===== src/rtl/nvram_upload_reader_if.sv =====
// Upload-side bundle between data_io, the NVRAM upload reader and the CMOS RAM read port.
// The reader uses the slave modport; the host/RAM environment uses the master modport.
interface nvram_upload_reader_if #(
  parameter int AW = 10
);
  logic          ioctl_upl;
  logic [7:0]    ioctl_index;
  logic [24:0]   ioctl_addr;
  logic          up_rd;
  logic [7:0]    up_data;
  logic          up_ready;
  logic [AW-1:0] ram_addr;
  logic          ram_rd;
  logic          ram_busy;
  logic [7:0]    ram_q;
  logic          done;
  logic          sync_err;

  modport slave (
    input  ioctl_upl, ioctl_index, ioctl_addr, up_rd, ram_busy, ram_q,
    output up_data, up_ready, ram_addr, ram_rd, done, sync_err
  );

  modport master (
    output ioctl_upl, ioctl_index, ioctl_addr, up_rd, ram_busy, ram_q,
    input  up_data, up_ready, ram_addr, ram_rd, done, sync_err
  );
endinterface


===== src/rtl/nvram_upload_reader.sv =====
// Streams the CMOS high-score RAM into the data_io upload byte, one byte per ready/consume
// handshake, reading the RAM only in cycles the CPU leaves the shared port free.
module nvram_upload_reader #(
  parameter int          AW    = 10,
  parameter logic [7:0]  INDEX = 8'hFF
) (
  input  logic                 clk_sys,
  input  logic                 reset_n,
  nvram_upload_reader_if.slave bus
);

  typedef enum logic [2:0] {
    S_IDLE  = 3'd0,
    S_ISSUE = 3'd1,
    S_WAIT  = 3'd2,
    S_READY = 3'd3,
    S_DONE  = 3'd4
  } state_e;

  state_e        state_q, state_d;
  logic [AW-1:0] ptr_q, ptr_d;
  logic [7:0]    data_q, data_d;
  logic          done_q, done_d;
  logic          err_q, err_d;
  logic          upl_q;
  logic          armed_q;
  logic          start_s;
  logic          ram_rd_s;
  logic          unused_addr_s;

  // armed_q blocks a start until ioctl_upl has been seen low since reset, so a level
  // that is still high when reset releases is not mistaken for a fresh rising edge.
  assign start_s = bus.ioctl_upl & ~upl_q & armed_q & (bus.ioctl_index == INDEX);
  assign unused_addr_s = ^bus.ioctl_addr[24:AW];

  // State, pointer, output byte and flag registers.
  always_ff @(posedge clk_sys or negedge reset_n) begin
    if (!reset_n) begin
      state_q <= S_IDLE;
      ptr_q   <= '0;
      data_q  <= 8'h00;
      done_q  <= 1'b0;
      err_q   <= 1'b0;
      upl_q   <= 1'b0;
      armed_q <= 1'b0;
    end else begin
      state_q <= state_d;
      ptr_q   <= ptr_d;
      data_q  <= data_d;
      done_q  <= done_d;
      err_q   <= err_d;
      upl_q   <= bus.ioctl_upl;
      armed_q <= armed_q | ~bus.ioctl_upl;
    end
  end

  // Next-state and read-strobe logic; an upload drop outranks every other transition.
  always_comb begin
    state_d  = state_q;
    ptr_d    = ptr_q;
    data_d   = data_q;
    done_d   = 1'b0;
    err_d    = err_q;
    ram_rd_s = 1'b0;
    case (state_q)
      S_IDLE: begin
        if (start_s) begin
          ptr_d   = '0;
          err_d   = 1'b0;
          state_d = S_ISSUE;
        end else begin
          state_d = S_IDLE;
        end
      end
      S_ISSUE: begin
        ram_rd_s = ~bus.ram_busy;
        if (bus.ram_busy) begin
          state_d = S_ISSUE;
        end else begin
          state_d = S_WAIT;
        end
      end
      S_WAIT: begin
        data_d  = bus.ram_q;
        state_d = S_READY;
      end
      S_READY: begin
        if (bus.up_rd) begin
          if (bus.ioctl_addr[AW-1:0] != ptr_q) begin
            err_d = 1'b1;
          end else begin
            err_d = err_q;
          end
          if (&ptr_q) begin
            done_d  = 1'b1;
            state_d = S_DONE;
          end else begin
            ptr_d   = ptr_q + {{(AW-1){1'b0}}, 1'b1};
            state_d = S_ISSUE;
          end
        end else begin
          state_d = S_READY;
        end
      end
      S_DONE: begin
        state_d = S_DONE;
      end
      default: begin
        state_d = S_IDLE;
      end
    endcase

    if ((state_q != S_IDLE) && !bus.ioctl_upl) begin
      state_d = S_IDLE;
      ptr_d   = ptr_q;
      data_d  = data_q;
      done_d  = 1'b0;
      err_d   = err_q;
    end else begin
      state_d = state_d;
    end
  end

  assign bus.up_data  = data_q;
  assign bus.up_ready = (state_q == S_READY);
  assign bus.ram_addr = ptr_q;
  assign bus.ram_rd   = ram_rd_s;
  assign bus.done     = done_q;
  assign bus.sync_err = err_q;

endmodule


===== src/flat_wrapper.sv =====
// flat-port wrapper written by rule: the top's interface ports become plain ports
module nvram_upload_reader_flat 
#(
  parameter int          AW    = 10,
  parameter logic [7:0]  INDEX = 8'hFF
)
  (clk_sys, reset_n, bus_ioctl_upl, bus_ioctl_index, bus_ioctl_addr, bus_up_rd, bus_ram_busy, bus_ram_q, bus_up_data, bus_up_ready, bus_ram_addr, bus_ram_rd, bus_done, bus_sync_err);
  nvram_upload_reader_if #(.AW(AW)) bus_i ();
  input  logic clk_sys;
  input  logic reset_n;
  input wire logic [$bits(bus_i.ioctl_upl)-1:0] bus_ioctl_upl;
  input wire logic [$bits(bus_i.ioctl_index)-1:0] bus_ioctl_index;
  input wire logic [$bits(bus_i.ioctl_addr)-1:0] bus_ioctl_addr;
  input wire logic [$bits(bus_i.up_rd)-1:0] bus_up_rd;
  input wire logic [$bits(bus_i.ram_busy)-1:0] bus_ram_busy;
  input wire logic [$bits(bus_i.ram_q)-1:0] bus_ram_q;
  output wire logic [$bits(bus_i.up_data)-1:0] bus_up_data;
  output wire logic [$bits(bus_i.up_ready)-1:0] bus_up_ready;
  output wire logic [$bits(bus_i.ram_addr)-1:0] bus_ram_addr;
  output wire logic [$bits(bus_i.ram_rd)-1:0] bus_ram_rd;
  output wire logic [$bits(bus_i.done)-1:0] bus_done;
  output wire logic [$bits(bus_i.sync_err)-1:0] bus_sync_err;
  assign bus_i.ioctl_upl = bus_ioctl_upl;
  assign bus_i.ioctl_index = bus_ioctl_index;
  assign bus_i.ioctl_addr = bus_ioctl_addr;
  assign bus_i.up_rd = bus_up_rd;
  assign bus_i.ram_busy = bus_ram_busy;
  assign bus_i.ram_q = bus_ram_q;
  assign bus_up_data = bus_i.up_data;
  assign bus_up_ready = bus_i.up_ready;
  assign bus_ram_addr = bus_i.ram_addr;
  assign bus_ram_rd = bus_i.ram_rd;
  assign bus_done = bus_i.done;
  assign bus_sync_err = bus_i.sync_err;
  nvram_upload_reader #(.AW(AW), .INDEX(INDEX)) u_core (.clk_sys(clk_sys), .reset_n(reset_n), .bus(bus_i));
endmodule

===== config.mk =====
export PLATFORM = sky130hd
export DESIGN_NAME = nvram_upload_reader_flat
export DESIGN_NICKNAME = d
export VERILOG_FILES = /design/src/rtl/nvram_upload_reader_if.sv /design/src/rtl/nvram_upload_reader.sv /design/src/flat_wrapper.sv
export SDC_FILE = /design/constraint.sdc
export NUM_CORES = 1
export LEC_CHECK = 0
export ABC_CLOCK_PERIOD_IN_PS = 3000
export BUFFER_PORTS_ARGS = -buffer_cell sky130_fd_sc_hd__buf_2
export CAP_MARGIN = 0
export CORE_MARGIN = 3
export CORE_UTILIZATION = 45
export CTS_CLUSTER_DIAMETER = 60
export DETAILED_ROUTE_END_ITERATION = 7
export GPL_TIMING_DRIVEN = 1
export HOLD_SLACK_MARGIN = 0.1
export PLACE_DENSITY = 0.77
export SLEW_MARGIN = 5
export SYNTH_ARGS = -nofsm -noshare
export SYNTH_HDL_FRONTEND = slang
export SYNTH_SLANG_ARGS = --single-unit

===== constraint.sdc =====
create_clock -name clk_sys -period 3 [get_ports clk_sys]
set_clock_uncertainty 0.15 [all_clocks]
set_input_delay 0.6 -clock clk_sys [delete_from_list [all_inputs] [get_ports clk_sys]]
set_output_delay 0.6 -clock clk_sys [all_outputs]
set_load 0.05 [all_outputs]

==> Word-level counts from Yosys, hierarchy flattened <==
Cells that the tools add are included.
{ "totals": {"register_bits": 25, "in_bits": 46} }
{ "op_classes": {"addsub": 1, "eq_ne": 10, "muxes": 19, "n_bitwise": 8, "reduce_logical": 9} }
{ "op_table": {"columns": ["cell", "n"], "rows": [
  ["two-way mux 10 bit", 3],
  ["one-hot mux 10 bit (2 select lines)", 1],
  ["one-hot mux 3 bit (5 select lines)", 1],
  ["adder 10 x 1 -> 10 bit, second input constant", 1],
  ["!= test 10 bit", 1],
  ["AND reduction 10 bit", 1],
  ["AND reduction 5 bit", 2],
  ["two-way mux 1 bit", 9],
  ["two-way mux 3 bit", 3],
  ["equality test 8 bit, second input constant", 1],
  ["equality test 3 x 2 -> 1 bit, second input constant", 2],
  ["!= test 2 x 1 -> 1 bit, second input constant", 2],
  ["!= test 2 bit, second input constant", 2],
  ["inverter 1 bit", 4],
  ["AND 1 bit", 3],
  ["equality test 3 x 1 -> 1 bit, second input constant", 1],
  ["equality test 3 bit, second input constant", 1],
  ["logical NOT 3 bit", 1],
  ["nonzero test 3 bit", 1],
  ["two-way mux 2 bit", 1],
  ["one-hot mux 1 bit (2 select lines)", 1],
  ["AND reduction 2 bit", 1],
  ["nonzero test 2 bit", 1],
  ["logical AND 1 bit", 1],
  ["other kinds (2)", 2]
]} }

==> Logic depth before layout (Yosys ltp) <==
Gate-level depths: netlist of run 1.
{ "depth": {"depth_word": 7, "ltp_mapped": 9, "ltp_nobuf": 6} }

==> Worst setup path before layout of run 1 <==
Ideal clock, no wire load.
{ "synth_path": {"kind": "input to register", "start": "input bus_ioctl_upl", "end": "register u_core.ptr_q[9] (netlist: u_core.bus.ram_addr[9])", "setup_time_ns": 0.077, "arrival_ns": 2.252, "path_slack_ns": 0.520, "path_stages": 6, "n_path_buf": 1, "path_cell_list": "or4b_1 > or4_1 > nor2b_4 > buf_6 > or4_1 > a21oi_1"} }
{ "synth_via": {"elab_chain_len": 5} }
{ "synth_lines": {"columns": ["item", "line", "rtl"], "rows": [
  ["start: declaration", "flat_wrapper.sv:11", "input wire logic [$bits(bus_i.ioctl_upl)-1:0] bus_ioctl_upl;"],
  ["AND 1 bit (3 in series)", "nvram_upload_reader.sv:33", "assign start_s = bus.ioctl_upl & ~upl_q & armed_q & (bus.ioctl_index == INDEX);"],
  ["!= test 2 x 1 -> 1 bit (no line)", null, null],
  ["AND reduction 5 bit (no line) (*)", null, null],
  ["end signal: assignment", "nvram_upload_reader.sv:48", "ptr_q <= ptr_d;"],
  ["end: declaration", "nvram_upload_reader.sv:21", "logic [AW-1:0] ptr_q, ptr_d;"]
]} }
Every way passes the cells marked *; elsewhere a longest branch is shown, timed or not.
A chain may end at the register's enable or synchronous reset.

==> Worst setup path in the final report of run 1 <==
{ "layout_path": {"start": "register u_core.state_q[0]", "end": "output bus_up_ready"} }
{ "layout_via": {"elab_chain_len": 1} }
{ "layout_lines": {"columns": ["item", "line", "rtl"], "rows": [
  ["start: declaration", "nvram_upload_reader.sv:20", "state_e state_q, state_d;"],
  ["start signal: assignment", "nvram_upload_reader.sv:47", "state_q <= state_d;"],
  ["equality test 3 x 2 -> 1 bit", "nvram_upload_reader.sv:125", "assign bus.up_ready = (state_q == S_READY);"],
  ["end: declaration", "flat_wrapper.sv:18", "output wire logic [$bits(bus_i.up_ready)-1:0] bus_up_ready;"]
]} }
No other way between the ends.

==> flow_summary.json, run 1 <==
{
  "cts-buffers-inserted": 3,
  "start_util": 0.481,
  "setup_ws_ps": 510,
  "die_width_um": 60.7,
  "reg2reg_to": "u_core.bus.ram_addr[4]",
  "cp.arrival_ps": 1740,
  "drive_gt1_frac": 0.369,
  "drtPass1Iterations": 4,
  "path_clk_slew_ps": 140,
  "port_buffers": 52,
  "slew_viol_final": 0,
  "ys_async_sr_fraction": 1.00,
  "cp_data_required_time_ps": 2250,
  "fin_setup_tns_ps": 0,
  "die_h_um": 60.7,
  "outcome": "completed",
  "viasPerCell": 5.62,
  "instances_no_fill": 218,
  "antenna_found_initial": 0,
  "yosys_register_bits": 25,
  "clockBufferDepth": 2,
  "p_leak_nw": 0.888,
  "hold_class": "in -> async",
  "r2r_cells": 5,
  "ys_seq_area_frac": 0.464,
  "place_hpwl_um": 2440,
  "post-place-cells": 214,
  "drt_wl_total_um": 3140,
  "synthesis.nets": 181,
  "hold_viol": 0,
  "ir_drop_v": 0.000203,
  "core_area_mm2": 0.00281,
  "postCtsSetupBuffers": 0,
  "slew_headroom": 0.634,
  "drc": 0,
  "syn_avg_cell_area_um2": 10.1,
  "worst_pin_slew_ps": 549,
  "synth_edf_count": 0,
  "fillers": 251,
  "cts_hold_buf": 0,
  "num_rows": 19,
  "syn_area_mm2": 0.00135,
  "nets": 235,
  "grt_max_degree": 26,
  "timing.rr.start": "u_core.state_q[0]",
  "num_io_pins": 68,
  "grt_overflow": 0,
  "grt_pass1_vias": 1193,
  "synth_flop_cell": "dfrtp_1",
  "htreeDepth": 1,
  "syn2layout_area_growth_pct": 22.9,
  "antennaDiodeCount": 0,
  "cts_tree": "done",
  "crit_path_end_kind": "output port",
  "grt.total_usage": 0.187,
  "power_density_mw_per_mm2": 326,
  "cts-root-buf": "clkbuf_4",
  "fin_crit_ps": 2490,
  "critPathLaunchType": "register",
  "ant_nets": 0,
  "period_share": 0.830,
  "max_freq_ghz": 0.402,
  "ys_types": 36,
  "clkSinkCount": 25,
  "worst-r2r-setup-slack_ps": 510,
  "clk_latency_ps": 320,
  "dieArea_mm2": 0.00369,
  "drv_cap": 0,
  "whs_ps": 97.7,
  "dp_slack_ps": 302,
  "vias": 1226,
  "finalSetupViolations": 0,
  "yosysWarnings": 0,
  "finalPower_w": 0.000540,
  "rsz0062_at_grt": "false",
  "drt-initial-drc-count": 35,
  "synth_cells": 134,
  "critical_path.max_fanout": 11,
  "wl_per_cell_um": 14.4,
  "crit_type": "reg -> out",
  "gp_congestion": 0.831,
  "grt_pass1_wl_um": 5210,
  "ctsResizeCount": 0
}
## per-stage QoR
stage	util	cell area, um2
finish	0.591	1660
CTS	0.591	1660
global placement	0.580	1630
global route	0.591	1660
detailed placement	0.580	1630
floorplan	-	1350
## cell usage in the layout (no fill, tap or decap), drive strengths merged, types with 2 or more instances in the layout
cell / netlist / layout
o31ai: 5 / 5
nand2b: 3 / 3
buf: 3 / 54
nand2: 12 / 12
and3: 2 / 2
or4: 4 / 4
o21ai: 8 / 8
inv: 2 / 2
nand4: 2 / 2
nor2: 7 / 7
mux2: 8 / 8
a21oi: 6 / 6
clkbuf: 2 / 3
or4b: 2 / 2
xor2: 10 / 10
nor2b: 4 / 4
o41ai: 2 / 2
dfrtp: 25 / 25
nand3: 7 / 7
a31oi: 2 / 2
nor4: 6 / 6
o211ai: 2 / 2
## metal layers
| layer | vias up | track usage | share of wire |
|---|---|---|---|
| met5 | - | 0 | 0 |
| met4 | 0 | 0.0805 | 0.017 |
| met3 | 8 | 0.0255 | 0.066 |
| met2 | 50 | 0.296 | 0.47 |
| met1 | 562 | 0.256 | 0.45 |
| li1 | 606 | - | - |
## cell families after synthesis
| family | share of synthesized area |
|---|---|
| xor+xnor | 0.0649 |
| compound gates | 0.124 |
| simple gates | 0.239 |
| mux | 0.0668 |
| buf+inv | 0.0315 |
| flops | 0.464 |
| fa+ha+maj | 0.00927 |
## where the power goes
part	switching (W)	internal [W]
clock	0.000100	0.0000509
combinational	0.0000272	0.0000214
sequential	0.00000104	0.000340
total	0.000128	0.000412
## critical path, cell delays in order, from the launching register on
cell,delay [ps]
dfrtp_1,500
nand3b_1,250
inv_1,340
buf_2,330
## flip-flops by register name, summed over array words and instances, names as in the netlist
name	count
u_core.bus.ram_addr	10
u_core.bus.up_data	8
u_core.state_q	3
u_core.armed_q	1
u_core.bus.done	1
u_core.bus.sync_err	1
u_core.upl_q	1
## cells in the mapped netlist, types with 3 or more instances
master    count  share of area
a21oi_1       6          0.022
xor2_1       10          0.065
mux2_2        8          0.067
o21ai_1       7          0.026
nand3_1       7          0.026
nor2b_1       3          0.014
nand2_1      12          0.033
nor2_1        7          0.019
dfrtp_1      25           0.46
nor4_1        6          0.028
o31ai_1       5          0.028
nand2b_1      3          0.014
or4_1         4          0.022
## worst max-delay path by stage
stage,from,end,slack (ps)
floorplan,bus_ioctl_upl,u_core.bus.ram_addr[9],520
finish,u_core.state_q[0],bus_up_ready,510
global route,u_core.state_q[0],u_core.bus.ram_addr[4],400
CTS,u_core.state_q[0],u_core.bus.ram_addr[4],510
detailed placement,bus_ioctl_upl,u_core.bus.ram_addr[9],300
global placement,bus_ioctl_upl,u_core.bus.ram_addr[4],330
## layout make-up
class / count / area, um2 / area share
well taps: 31 / 38.8 / 0.0234
multi-input cells: 102 / 681 / 0.411
repair buffers: 54 / 275 / 0.166
clock inverters: 1 / 7.51 / 0.00453
flip-flops and latches: 25 / 626 / 0.377
clock buffers: 3 / 22.5 / 0.0136
inverters: 2 / 7.51 / 0.00453
Note: power is estimated with default switching activity, not from simulation.
==> inputs of run 2 (changes only) <==
--- a/config.mk
+++ b/config.mk
@@ -5,16 +5,16 @@
 export SDC_FILE = /design/constraint.sdc
 export NUM_CORES = 1
 export LEC_CHECK = 0
-export ABC_CLOCK_PERIOD_IN_PS = 3000
+export ABC_CLOCK_PERIOD_IN_PS = 2100
 export BUFFER_PORTS_ARGS = -buffer_cell sky130_fd_sc_hd__buf_2
 export CAP_MARGIN = 0
 export CORE_MARGIN = 3
-export CORE_UTILIZATION = 45
+export CORE_UTILIZATION = 41
 export CTS_CLUSTER_DIAMETER = 60
 export DETAILED_ROUTE_END_ITERATION = 7
 export GPL_TIMING_DRIVEN = 1
 export HOLD_SLACK_MARGIN = 0.1
-export PLACE_DENSITY = 0.77
+export PLACE_DENSITY = 0.74
 export SLEW_MARGIN = 5
 export SYNTH_ARGS = -nofsm -noshare
 export SYNTH_HDL_FRONTEND = slang
==> constraint.sdc (replaced) <==
create_clock -name clk_sys -period 2.1 [get_ports clk_sys]
set_clock_uncertainty 0.15 [all_clocks]
set_input_delay 0.42 -clock clk_sys [delete_from_list [all_inputs] [get_ports clk_sys]]
set_output_delay 0.42 -clock clk_sys [all_outputs]
set_load 0.05 [all_outputs]
==> run 2 against run 1 <==
- the flow now finishes with violations (negative setup slack)
- combinational power increased by 58%
- die area increased by 8.8%
- utilization increased by 4.4 points
- sequential cell count unchanged
- critical path type is now reg -> reg
- largest power group unchanged
==> flow_summary.json, run 2 (synthesized netlist as in run 1, its figures left out) <==
{
  "drt_wl_total_um": 3950,
  "grt_max_degree": 26,
  "critical_path.max_fanout": 5,
  "start_util": 0.435,
  "viasPerCell": 5.46,
  "dp_slack_ps": -326,
  "fin_area_mm2": 0.00197,
  "clkSinkCount": 25,
  "period_share": 1.12,
  "clockBufferDepth": 2,
  "syn2layout_area_growth_pct": 46.1,
  "drtPass1Iterations": 4,
  "cp.arrival_ps": 2490,
  "antenna_found_initial": 0,
  "grt_overflow": 0,
  "p_leak_nw": 1.02,
  "antennaDiodeCount": 0,
  "core_area_mm2": 0.00310,
  "drt-initial-drc-count": 73,
  "drv_cap": 0,
  "nets": 254,
  "hold_class": "in -> reg",
  "hold_viol": 0,
  "max_freq_ghz": 0.424,
  "fillers": 279,
  "ir_drop_v": 0.000391,
  "wl_per_cell_um": 15.8,
  "slew_viol_final": 0,
  "largest_register_ffs": 10,
  "drc": 0,
  "cts_tree": "done",
  "ant_nets": 0,
  "die_h_um": 63.4,
  "crit_type": "reg -> reg",
  "path_clk_slew_ps": 150,
  "critPathLaunchType": "register",
  "place_area_mm2": 0.00175,
  "htreeDepth": 1,
  "fin_setup_tns_ps": -1830,
  "crit_path_end_kind": "register",
  "dieArea_mm2": 0.00401,
  "cts-buffers-inserted": 3,
  "vias": 1365,
  "outcome": "finished, violations left",
  "grt_pass1_wl_um": 6330,
  "port_buffers": 52,
  "slew_headroom": 0.628,
  "multi_input_area_um2": 813,
  "num_rows": 20,
  "gp_congestion": 0.832,
  "place_hpwl_um": 2650,
  "num_io_pins": 68,
  "die_width_um": 63.4,
  "whs_ps": 147,
  "final_common_cell": "buf_2",
  "finalSetupViolations": 11,
  "cts-root-buf": "clkbuf_4",
  "fin_crit_ps": 2360,
  "rsz0062_at_grt": "true",
  "drive_gt1_frac": 0.539,
  "worst-r2r-setup-slack_ps": -260,
  "seq_area_um2": 628,
  "clk_latency_ps": 340,
  "grt_pass1_vias": 1396,
  "setup_ws_ps": -258,
  "final_cell_mix": "50 x buf_2, 23 x dfrtp_1, 17 x buf_4",
  "worst_pin_slew_ps": 558,
  "post-place-cells": 240,
  "instances_no_fill": 250,
  "cp_data_required_time_ps": 2230,
  "power_density_mw_per_mm2": 404,
  "violations": "negative setup slack",
  "grt.total_usage": 0.196
}
[run 2: through the flow]
step,total power (W),util
floorplan,0.000520,-
global placement,0.000565,0.564
detailed placement,0.000568,0.564
CTS,0.000800,0.613
global route,0.000825,0.635
finish,0.000797,0.635
[run 2: layout make-up]
type                       count  share of cell area
timing repair buffer          72               0.222
multi-input combinational    103               0.413
clock inverter                 1             0.00381
tap                           44              0.0279
clock buffer                   3              0.0114
sequential                    25               0.319
inverter                       2             0.00381
[run 2: timing repair]
action / in CTS / in global routing
resized for setup: 21 / 14
cloned: 1 / 0
buffers inserted: 1 / 3
endpoints found under the hold margin: 25 / 0
pin swaps: 6 / 5
setup endpoints to repair: 11 / 13
hold buffers: 1 / 0
[run 2: power breakdown]
group,switching [W],internal [W],total [W]
sequential,0.00000144,0.000485,0.000487
combinational,0.0000422,0.0000344,0.0000767
clock,0.000161,0.0000733,0.000234
[run 2: worst max-delay path: stages (launching register included)]
cell	delay, ps
dfrtp_1	410
or4b_1	520
or4_4	430
nor2b_4	160
or4_4	490
a21oi_2	150
[run 2: final timing paths]
check                                       start                endpoint  depth (start not counted)
min in group asynchronous                 reset_n            u_core.upl_q                          2
worst max-delay path            u_core.state_q[1]  u_core.bus.ram_addr[9]                          5
worst max register to register  u_core.state_q[1]  u_core.bus.ram_addr[9]                          5
worst min-delay path                 bus_ram_q[2]   u_core.bus.up_data[2]                          2
max in group asynchronous                 reset_n  u_core.bus.ram_addr[1]                          2
worst min register to register     u_core.armed_q          u_core.armed_q                          1
[run 2: layer usage]
metal | track usage | up-vias | part of all wire
met5 | 0 | - | 0
met4 | 0.0755 | 0 | 0.031
met3 | 0.0481 | 17 | 0.072
met2 | 0.331 | 65 | 0.50
met1 | 0.241 | 643 | 0.39
li1 | - | 640 | -
